`config.mk`:
```
export PLATFORM = sky130hd
export DESIGN_NAME = byte_assembly_register
export DESIGN_NICKNAME = d
export VERILOG_FILES = /design/src/rtl/byte_assembly_register_pkg.sv /design/src/rtl/byte_lane_sel.sv /design/src/rtl/byte_assembly_register.sv
export SDC_FILE = /design/constraint.sdc
export NUM_CORES = 1
export LEC_CHECK = 0
export BUFFER_PORTS_ARGS = -buffer_cell sky130_fd_sc_hd__buf_2
export CORE_MARGIN = 4
export CORE_UTILIZATION = 45
export DETAILED_ROUTE_END_ITERATION = 7
export HOLD_SLACK_MARGIN = 0.06
export PLACE_DENSITY = 0.71
export SYNTH_ARGS = -nofsm -noshare
export SYNTH_HDL_FRONTEND = slang
export SYNTH_SLANG_ARGS = --single-unit
```
`constraint.sdc`:
```
create_clock -name Clock -period 2.28 [get_ports Clock]
set_input_delay 0.114 -clock Clock [delete_from_list [all_inputs] [get_ports Clock]]
set_output_delay 0.114 -clock Clock [all_outputs]
set_load 0.005 [all_outputs]
```
`src/rtl/byte_assembly_register_pkg.sv`:
```
// Shared types for the byte assembly register: FSM states, direct-mode selects,
// and the counter-width helper.
package byte_asm_pkg;

    typedef enum logic [1:0] {
        IDLE    = 2'd0,
        COLLECT = 2'd1,
        EXTEND  = 2'd2
    } state_t;

    localparam logic [2:0] FS_SEXT = 3'b000;
    localparam logic [2:0] FS_ZEXT = 3'b001;
    localparam logic [2:0] FS_SHL  = 3'b010;
    localparam logic [2:0] FS_SHR  = 3'b011;
    localparam logic [2:0] FS_CLR  = 3'b100;

    // Bits needed to hold the values 0..n inclusive.
    function automatic int clog2p1(input int n);
        return $clog2(n + 1);
    endfunction

endpackage

```
`src/rtl/byte_lane_sel.sv`:
```
// Purpose: maps burst byte index to a one-hot lane write enable.
// Latency: combinational.
// Backpressure: none; gated by the caller's accept strobe.
module byte_lane_sel #(
    parameter int NBYTES        = 4,
    parameter int CNT_W         = 3,
    parameter bit LITTLE_ENDIAN = 1'b1
) (
    input  logic [CNT_W-1:0]  cnt,
    input  logic [CNT_W-1:0]  len,
    output logic [NBYTES-1:0] lane_we
);

    logic [CNT_W-1:0] lane;

    always_comb begin
        lane    = LITTLE_ENDIAN ? cnt : (len - cnt - CNT_W'(1));
        lane_we = '0;
        for (int i = 0; i < NBYTES; i++) begin
            lane_we[i] = (lane == CNT_W'(i));
        end
    end

endmodule

```
`src/rtl/byte_assembly_register.sv`:
```
// Purpose: byte-wide data register with direct load/shift modes and a handshaked burst assembler.
// Latency: direct modes 1 cycle; Done 2 cycles after the last burst byte is accepted.
// Backpressure: Ready high only in COLLECT; BYTE_ASM_SEXT_EN selects sign- over zero-extension.
module byte_assembly_register
    import byte_asm_pkg::*;
#(
    parameter int  BYTE_W        = 8,
    parameter int  NBYTES        = 4,
    parameter bit  LITTLE_ENDIAN = 1'b1,
    localparam int WIDTH         = BYTE_W * NBYTES,
    localparam int CNT_W         = clog2p1(NBYTES)
) (
    input  logic              Clock,
    input  logic              Reset,
    input  logic [BYTE_W-1:0] I,
    input  logic              E,
    input  logic [2:0]        FunSel,
    input  logic              Start,
    input  logic [CNT_W-1:0]  Len,
    input  logic              Valid,
    output logic              Ready,
    output logic              Busy,
    output logic              Done,
    output logic              Err,
    output logic [WIDTH-1:0]  DROut
);

    state_t            state, state_nxt;
    logic [CNT_W-1:0]  cnt, len;
    logic [NBYTES-1:0] lane_we;
    logic              len_ok;
    logic              accept;
    logic              last_byte;

    assign len_ok    = (Len != '0) && (Len <= CNT_W'(NBYTES));
    assign accept    = (state == COLLECT) && Valid;
    assign last_byte = (cnt == len - CNT_W'(1));
    assign Ready     = (state == COLLECT);
    assign Busy      = (state != IDLE);

    byte_lane_sel #(
        .NBYTES        (NBYTES),
        .CNT_W         (CNT_W),
        .LITTLE_ENDIAN (LITTLE_ENDIAN)
    ) u_lane_sel (
        .cnt     (cnt),
        .len     (len),
        .lane_we (lane_we)
    );

`ifdef BYTE_ASM_SEXT_EN
    logic             sign_bit;
    logic [WIDTH-1:0] ext_val;

    // Lanes at or above len replicate the top bit of the most significant collected lane.
    always_comb begin
        sign_bit = 1'b0;
        ext_val  = DROut;
        for (int i = 0; i < NBYTES; i++) begin
            if (CNT_W'(i) == len - CNT_W'(1)) sign_bit = DROut[i*BYTE_W + BYTE_W - 1];
        end
        for (int i = 0; i < NBYTES; i++) begin
            if (CNT_W'(i) >= len) ext_val[i*BYTE_W +: BYTE_W] = {BYTE_W{sign_bit}};
        end
    end
`endif

    always_comb begin
        state_nxt = state;
        case (state)
            IDLE:    if (Start && len_ok) state_nxt = COLLECT;
            COLLECT: if (accept && last_byte) state_nxt = EXTEND;
            EXTEND:  state_nxt = IDLE;
            default: state_nxt = IDLE;
        endcase
    end

    always_ff @(posedge Clock or negedge Reset) begin
        if (!Reset) begin
            state <= IDLE;
            cnt   <= '0;
            len   <= '0;
            DROut <= '0;
            Done  <= 1'b0;
            Err   <= 1'b0;
        end else begin
            state <= state_nxt;
            Done  <= (state == EXTEND);
            Err   <= (state == IDLE) && Start && !len_ok;
            case (state)
                IDLE: begin
                    if (Start) begin
                        if (len_ok) begin
                            DROut <= '0;
                            cnt   <= '0;
                            len   <= Len;
                        end
                    end else if (E) begin
                        case (FunSel)
                            FS_SEXT: DROut <= {{(WIDTH-BYTE_W){I[BYTE_W-1]}}, I};
                            FS_ZEXT: DROut <= {{(WIDTH-BYTE_W){1'b0}}, I};
                            FS_SHL:  DROut <= {DROut[WIDTH-BYTE_W-1:0], I};
                            FS_SHR:  DROut <= {I, DROut[WIDTH-1:BYTE_W]};
                            FS_CLR:  DROut <= '0;
                            default: ;
                        endcase
                    end
                end
                COLLECT: begin
                    if (accept) begin
                        for (int i = 0; i < NBYTES; i++) begin
                            if (lane_we[i]) DROut[i*BYTE_W +: BYTE_W] <= I;
                        end
                        cnt <= cnt + CNT_W'(1);
                    end
                end
                EXTEND: begin
`ifdef BYTE_ASM_SEXT_EN
                    DROut <= ext_val;
`endif
                end
                default: ;
            endcase
        end
    end

endmodule

```
==> impl_metrics.py, run 1 <==
metrics = {
    "grt": {
        "overflow": 0,
        "grt_pass1_vias": 1891,
        "grtUsageTotal": 0.184,
        "grt_first_pass_wirelength_um": 9270,
        "grt_max_degree": 43,
        "grt_antenna_before_repair": 0,
    },
    "setup_path": {
        "path_class": "flip-flop to flip-flop",
        "worstPathMaxFanout": 16,
        "worstSetupStartpointType": "flip-flop",
        "critPathArrivalTime_ps": 2220,
        "cp.required_ps": 2500,
        "rr_worst_depth": 6,
        "cp-end-kind": "flip-flop",
        "rrSetupSlack_ps": 280,
        "r2r-end": "DROut[4]",
        "r2r_start": "cnt[0]",
    },
    "clocking": {
        "clock-sinks": 42,
        "cts.reportedPaths.clkPinSlew_ps": 80,
        "cts-buffers-inserted": 5,
        "htreeDepth": 2,
        "clk_latency_ps": 300,
        "clock-root-buffer": "clkbuf_8",
        "cts_tree": "yes",
        "cts.path.max_buffers": 2,
        "post_cts_resized": 0,
    },
    "finish": {
        "mostFrequentLayoutCells": "54 x buf_2, 42 x dfrtp_1, 30 x o21ai_0",
        "utilization": 0.557,
        "syn2layout_area_growth_pct": 20.3,
        "fillers": 455,
        "drive_gt1_frac": 0.353,
        "layout.nets": 310,
        "n_antenna_cell": 0,
        "regArea_mm2": 0.00105,
        "mostFrequentLayoutCell": "buf_2",
        "multi_input_area_mm2": 0.00122,
    },
    "sta": {
        "tightest_slew_ps": 931,
        "grt_setup_unrepaired": "no",
        "finalWorstSetupSlack_ps": 279,
        "fin_setup_tns_ps": 0,
        "slew_headroom": 0.379,
        "min_period_ps": 2000,
        "hold_ws_ps": 130,
        "setup_viol": 0,
        "period_share": 0.878,
        "drv_slew": 0,
        "fin_skew_ps": 6.85,
        "max_freq_ghz": 0.500,
        "finalHoldViolCount": 0,
    },
    "logic_synthesis": {
        "synth_largest_area_cell": "dfrtp_1",
        "synth_seq_cells": 42,
        "netlist_top_cells_area": "dfrtp_1 45%, mux2_2 7.7%, o22ai_1 6.9%, o21ai_0 6.4%, mux2_4 5.1%",
        "synthCells": 227,
        "synth-async-reset-ratio": 1.00,
        "synth.top_cell.area_share": 0.447,
        "ys.flop_type": "dfrtp_1",
        "synth_nets": 252,
        "avgSynthCellArea_um2": 10.4,
        "yosysSeqAreaShare": 0.447,
        "synth_edf_count": 0,
        "yosys_warnings": 0,
        "synthesis.area_mm2": 0.00235,
        "synth_cell_types": 38,
    },
    "floorplanning": {
        "fp.coreArea_mm2": 0.00507,
        "die_y_um": 80.3,
        "io_pins": 55,
        "start_util": 0.463,
        "die_area_mm2": 0.00644,
        "rows": 26,
        "fp.dieW_um": 80.3,
    },
    "power": {
        "cellLeakagePower_uw": 0.00132,
        "p_total_uw": 4030,
        "p_per_area_mw_per_mm2": 1420,
        "peakVddDrop_mv": 0.587,
        "clockPowerShare": 0.145,
        "p_int_uw": 2440,
        "netSwitchingFraction": 0.394,
        "power_switching_uw": 1590,
        "combinationalPowerShare": 0.497,
        "pwr-share-seq": 0.358,
    },
    "routing": {
        "first_pass_iters": 5,
        "drc": 0,
        "vias_per_cell": 5.62,
        "wl_per_cell_um": 15.9,
        "ant_nets": 0,
        "drt_iter0_markers": 90,
        "wirelength_um": 5660,
        "vias": 2001,
    },
    "placement": {
        "port_buffers": 54,
        "dp_hpwl_um": 4000,
        "gp_congestion": 0.790,
        "dp_slack_ps": 280,
    },
    "worst_hold_path": {
        "holdPathEnd": "len[1]",
        "hold_depth": 3,
        "min_path_type": "input port to flip-flop",
        "hold_start": "Len[1]",
    },
    "run": {
        "maxCapViolations": 0,
    },
    "run_status": {
        "status": "completed",
    },
}
flip-flops by register name, indices dropped and copies added (netlist names):
| name | count |
|---|---|
| DROut | 32 |
| Done | 1 |
| Err | 1 |
| cnt | 3 |
| len | 3 |
| state | 2 |
how the worst max path moves through the flow:
stage | start | endpoint | slack (ps)
after CTS | cnt[0] | DROut[4] | 270
after global placement | state[1] | DROut[27] | 340
final | cnt[0] | DROut[4] | 280
after global routing | cnt[0] | DROut[4] | 70
after floorplan | state[0] | DROut[19] | 510
after detailed placement | cnt[0] | DROut[4] | 280
repair_timing:
| item | 4_1_cts | 5_1_grt |
|---|---|---|
| setup buffers | 0 | 0 |
| hold buffers | 3 | 0 |
| endpoints found under the setup margin | 0 | 0 |
| endpoints found under the hold margin | 43 | 0 |
worst max-delay path, cell delays in order, from the launching register on:
cell	delay [ps]
dfrtp_1	460
inv_1	110
ha_1	140
nand2_1	90
a2111oi_4	840
nor2_1	110
a21oi_1	170
stage by stage:
| stage | cell area [um2] | instances |
|---|---|---|
| 3_5_place_dp | 2690 | 345 |
| 3_3_place_gp | 2690 | 345 |
| 2_1_floorplan | 2350 | 227 |
| 5_1_grt | 2830 | 356 |
| 6_report | 2830 | 356 |
| 4_1_cts | 2830 | 356 |
cell families after synthesis:
family	share of synthesized area
compound gates	0.227
xor+xnor	0.0186
buf+inv	0.0357
simple gates	0.112
flops	0.447
mux	0.128
fa+ha+maj	0.0319
synth_stat cells, types with 3 or more instances:
cell,count
nor2_1,11
a22oi_1,8
mux2_2,16
nand2b_1,3
o21ai_0,30
nand2_1,22
dfrtp_1,42
o22ai_1,26
xnor2_1,5
mux2_4,8
nor2b_1,4
inv_1,7
nand2_4,3
clkbuf_1,5
a21oi_1,6
ha_1,6
final cells by class:
type | count | area share
clock inverter | 2 | 0.0133
multi-input combinational | 167 | 0.430
clock buffer | 6 | 0.0257
inverter | 7 | 0.00929
sequential | 42 | 0.372
tap | 70 | 0.0310
timing repair buffer | 62 | 0.119
per-layer routing:
layer | wire, um | share of wire | track usage | up-vias
li1 | - | - | - | 945
met1 | 2630 | 0.46 | 0.253 | 981
met2 | 2680 | 0.47 | 0.296 | 69
met3 | 281 | 0.050 | 0.0392 | 6
met4 | 68 | 0.012 | 0.0473 | 0
met5 | 0 | 0 | 0 | -
power groups by stage:
stage	clock network, uW	logic (uW)	registers, uW
after floorplan	0	1410	1390
after global placement	0	1950	1440
after detailed placement	0	2000	1450
after CTS	602	2020	1430
after global routing	632	2220	1500
final	584	2000	1440
Note: power is estimated with default switching activity, not from simulation.
==> run 2, diff against run 1 <==
--- a/config.mk
+++ b/config.mk
@@ -5,12 +5,13 @@
 export SDC_FILE = /design/constraint.sdc
 export NUM_CORES = 1
 export LEC_CHECK = 0
-export BUFFER_PORTS_ARGS = -buffer_cell sky130_fd_sc_hd__buf_2
 export CORE_MARGIN = 4
 export CORE_UTILIZATION = 45
 export DETAILED_ROUTE_END_ITERATION = 7
+export DONT_BUFFER_PORTS = 1
 export HOLD_SLACK_MARGIN = 0.06
-export PLACE_DENSITY = 0.71
+export PLACE_DENSITY = 0.62
+export REMOVE_ABC_BUFFERS = 1
 export SYNTH_ARGS = -nofsm -noshare
 export SYNTH_HDL_FRONTEND = slang
 export SYNTH_SLANG_ARGS = --single-unit
==> impl_metrics.py, run 2 (synthesis gave the netlist of run 1 again) <==
metrics = {
    "routing": {
        "wirelength_um": 5860,
        "wl_met1_um": 2600,
        "wl_per_cell_um": 18.7,
        "met2WireLength_um": 2620,
        "dr.max_layer_used": "met4",
        "drt_iter0_markers": 84,
        "vias": 1823,
        "drc": 0,
        "vias_per_cell": 5.81,
        "first_pass_iters": 4,
        "wl_met3_um": 566,
        "ant_nets": 0,
    },
    "floorplanning": {
        "die_area_mm2": 0.00644,
        "start_util": 0.463,
        "fp.coreArea_mm2": 0.00507,
        "rows": 26,
        "io_pins": 55,
        "die_y_um": 80.3,
        "fp.dieW_um": 80.3,
    },
    "finish": {
        "fillers": 452,
        "layout.nets": 268,
        "fin_cells": 314,
        "drive_gt1_frac": 0.197,
        "mostFrequentLayoutCell": "dfrtp_1",
        "mostFrequentLayoutCells": "42 x dfrtp_1, 30 x o21ai_0, 26 x o22ai_1",
        "n_antenna_cell": 0,
        "top_register": "DROut",
        "reg.largest.list": "DROut: 32 flops, cnt: 3 flops, len: 3 flops",
        "syn2layout_area_growth_pct": 14.4,
        "largest_reg_flops": 32,
    },
    "setup_path": {
        "cp-end-kind": "flip-flop",
        "cp.required_ps": 2460,
        "worstPathMaxFanout": 24,
        "worstSetupStartpointType": "flip-flop",
        "critPathArrivalTime_ps": 2110,
        "path_class": "flip-flop to flip-flop",
    },
    "worst_hold_path": {
        "min_path_type": "input port to flip-flop",
    },
    "sta": {
        "min_period_ps": 1930,
        "tightest_slew_ps": 883,
        "fin_setup_tns_ps": 0,
        "finalHoldViolCount": 0,
        "drv_slew": 0,
        "max_freq_ghz": 0.518,
        "slew_headroom": 0.407,
        "grt_setup_unrepaired": "no",
        "hold_ws_ps": 72.3,
        "fin_skew_ps": 8.18,
        "period_share": 0.848,
        "setup_viol": 0,
    },
    "clocking": {
        "clk_latency_ps": 290,
        "clock-root-buffer": "clkbuf_8",
        "cts_setup_buffers": 0,
        "cts.reportedPaths.clkPinSlew_ps": 80,
        "holdBufCountCts": 15,
        "cts_tree": "yes",
        "cts-buffers-inserted": 5,
        "clock-sinks": 42,
        "cts.path.max_buffers": 2,
        "post_cts_resized": 0,
        "htreeDepth": 2,
    },
    "power": {
        "cellLeakagePower_uw": 0.00114,
        "p_per_area_mw_per_mm2": 1420,
        "peakVddDrop_mv": 0.503,
        "p_total_uw": 3810,
    },
    "placement": {
        "dp_cells": 291,
        "gp_congestion": 0.787,
        "port_buffers": 0,
        "dp_hpwl_um": 3780,
    },
    "run_status": {
        "status": "completed",
    },
    "run": {
        "maxCapViolations": 0,
    },
    "grt": {
        "grt_pass1_vias": 1886,
        "grt_first_pass_wirelength_um": 9540,
        "grt_max_degree": 43,
        "grtUsageTotal": 0.195,
        "grt_antenna_before_repair": 0,
        "overflow": 0,
    },
}
-- run 2: cell types whose count changed in the layout (fill, tap and decap cells not counted) --
cell	before	now
buf_12	0	1
buf_2	54	0
dlygate4sd3_1	3	14
-- run 2: path summary, 6_finish.rpt --
check                          from   endpoint  slack (ps)  cells after the start
max                        state[0]  DROut[19]         350                      7
min                           Valid   state[1]          70                      2
max reg2reg                state[0]  DROut[19]         350                      7
min reg2reg                  len[1]     len[1]         560                      2
max in group asynchronous     Reset   DROut[2]        1770                      2
min in group asynchronous     Reset  DROut[24]         290                      2
-- run 2: area by class of cell --
| type | instances | area [um2] | area share |
|---|---|---|---|
| Timing Repair Buffer | 20 | 198 | 0.0735 |
| Tap cell | 70 | 87.6 | 0.0326 |
| Clock inverter | 2 | 37.5 | 0.0140 |
| Sequential cell | 42 | 1050 | 0.391 |
| Clock buffer | 6 | 72.6 | 0.0270 |
| Multi-Input combinational cell | 167 | 1220 | 0.452 |
| Inverter | 7 | 26.3 | 0.00977 |
-- run 2: per-layer routing --
metal	GRT usage	vias to the layer above
met1	0.251	875
li1	-	864
met4	0.0777	0
met5	0	-
met2	0.290	78
met3	0.0830	6
-- run 2: critical path: stages (launching register included) --
cell,delay [ps]
dfrtp_1,510
nor2b_1,240
buf_4,260
nor2_1,60
o221ai_1,70
buf_4,270
o21ai_0,140
mux2_4,270
-- run 2: stage by stage --
stage          setup slack [ps]  utilization  instance area (um2)
6_report                    348        0.530                 2690
3_3_place_gp                364        0.477                 2420
3_5_place_dp                342        0.477                 2420
2_1_floorplan               131            -                 2290
5_1_grt                     158        0.530                 2690
4_1_cts                     331        0.530                 2690
-- run 2: power breakdown --
group / switching [uW] / internal [uW] / total (uW)
clock network: 264 / 327 / 591
logic: 847 / 851 / 1700
registers: 422 / 1100 / 1520
total: 1530 / 2270 / 3810
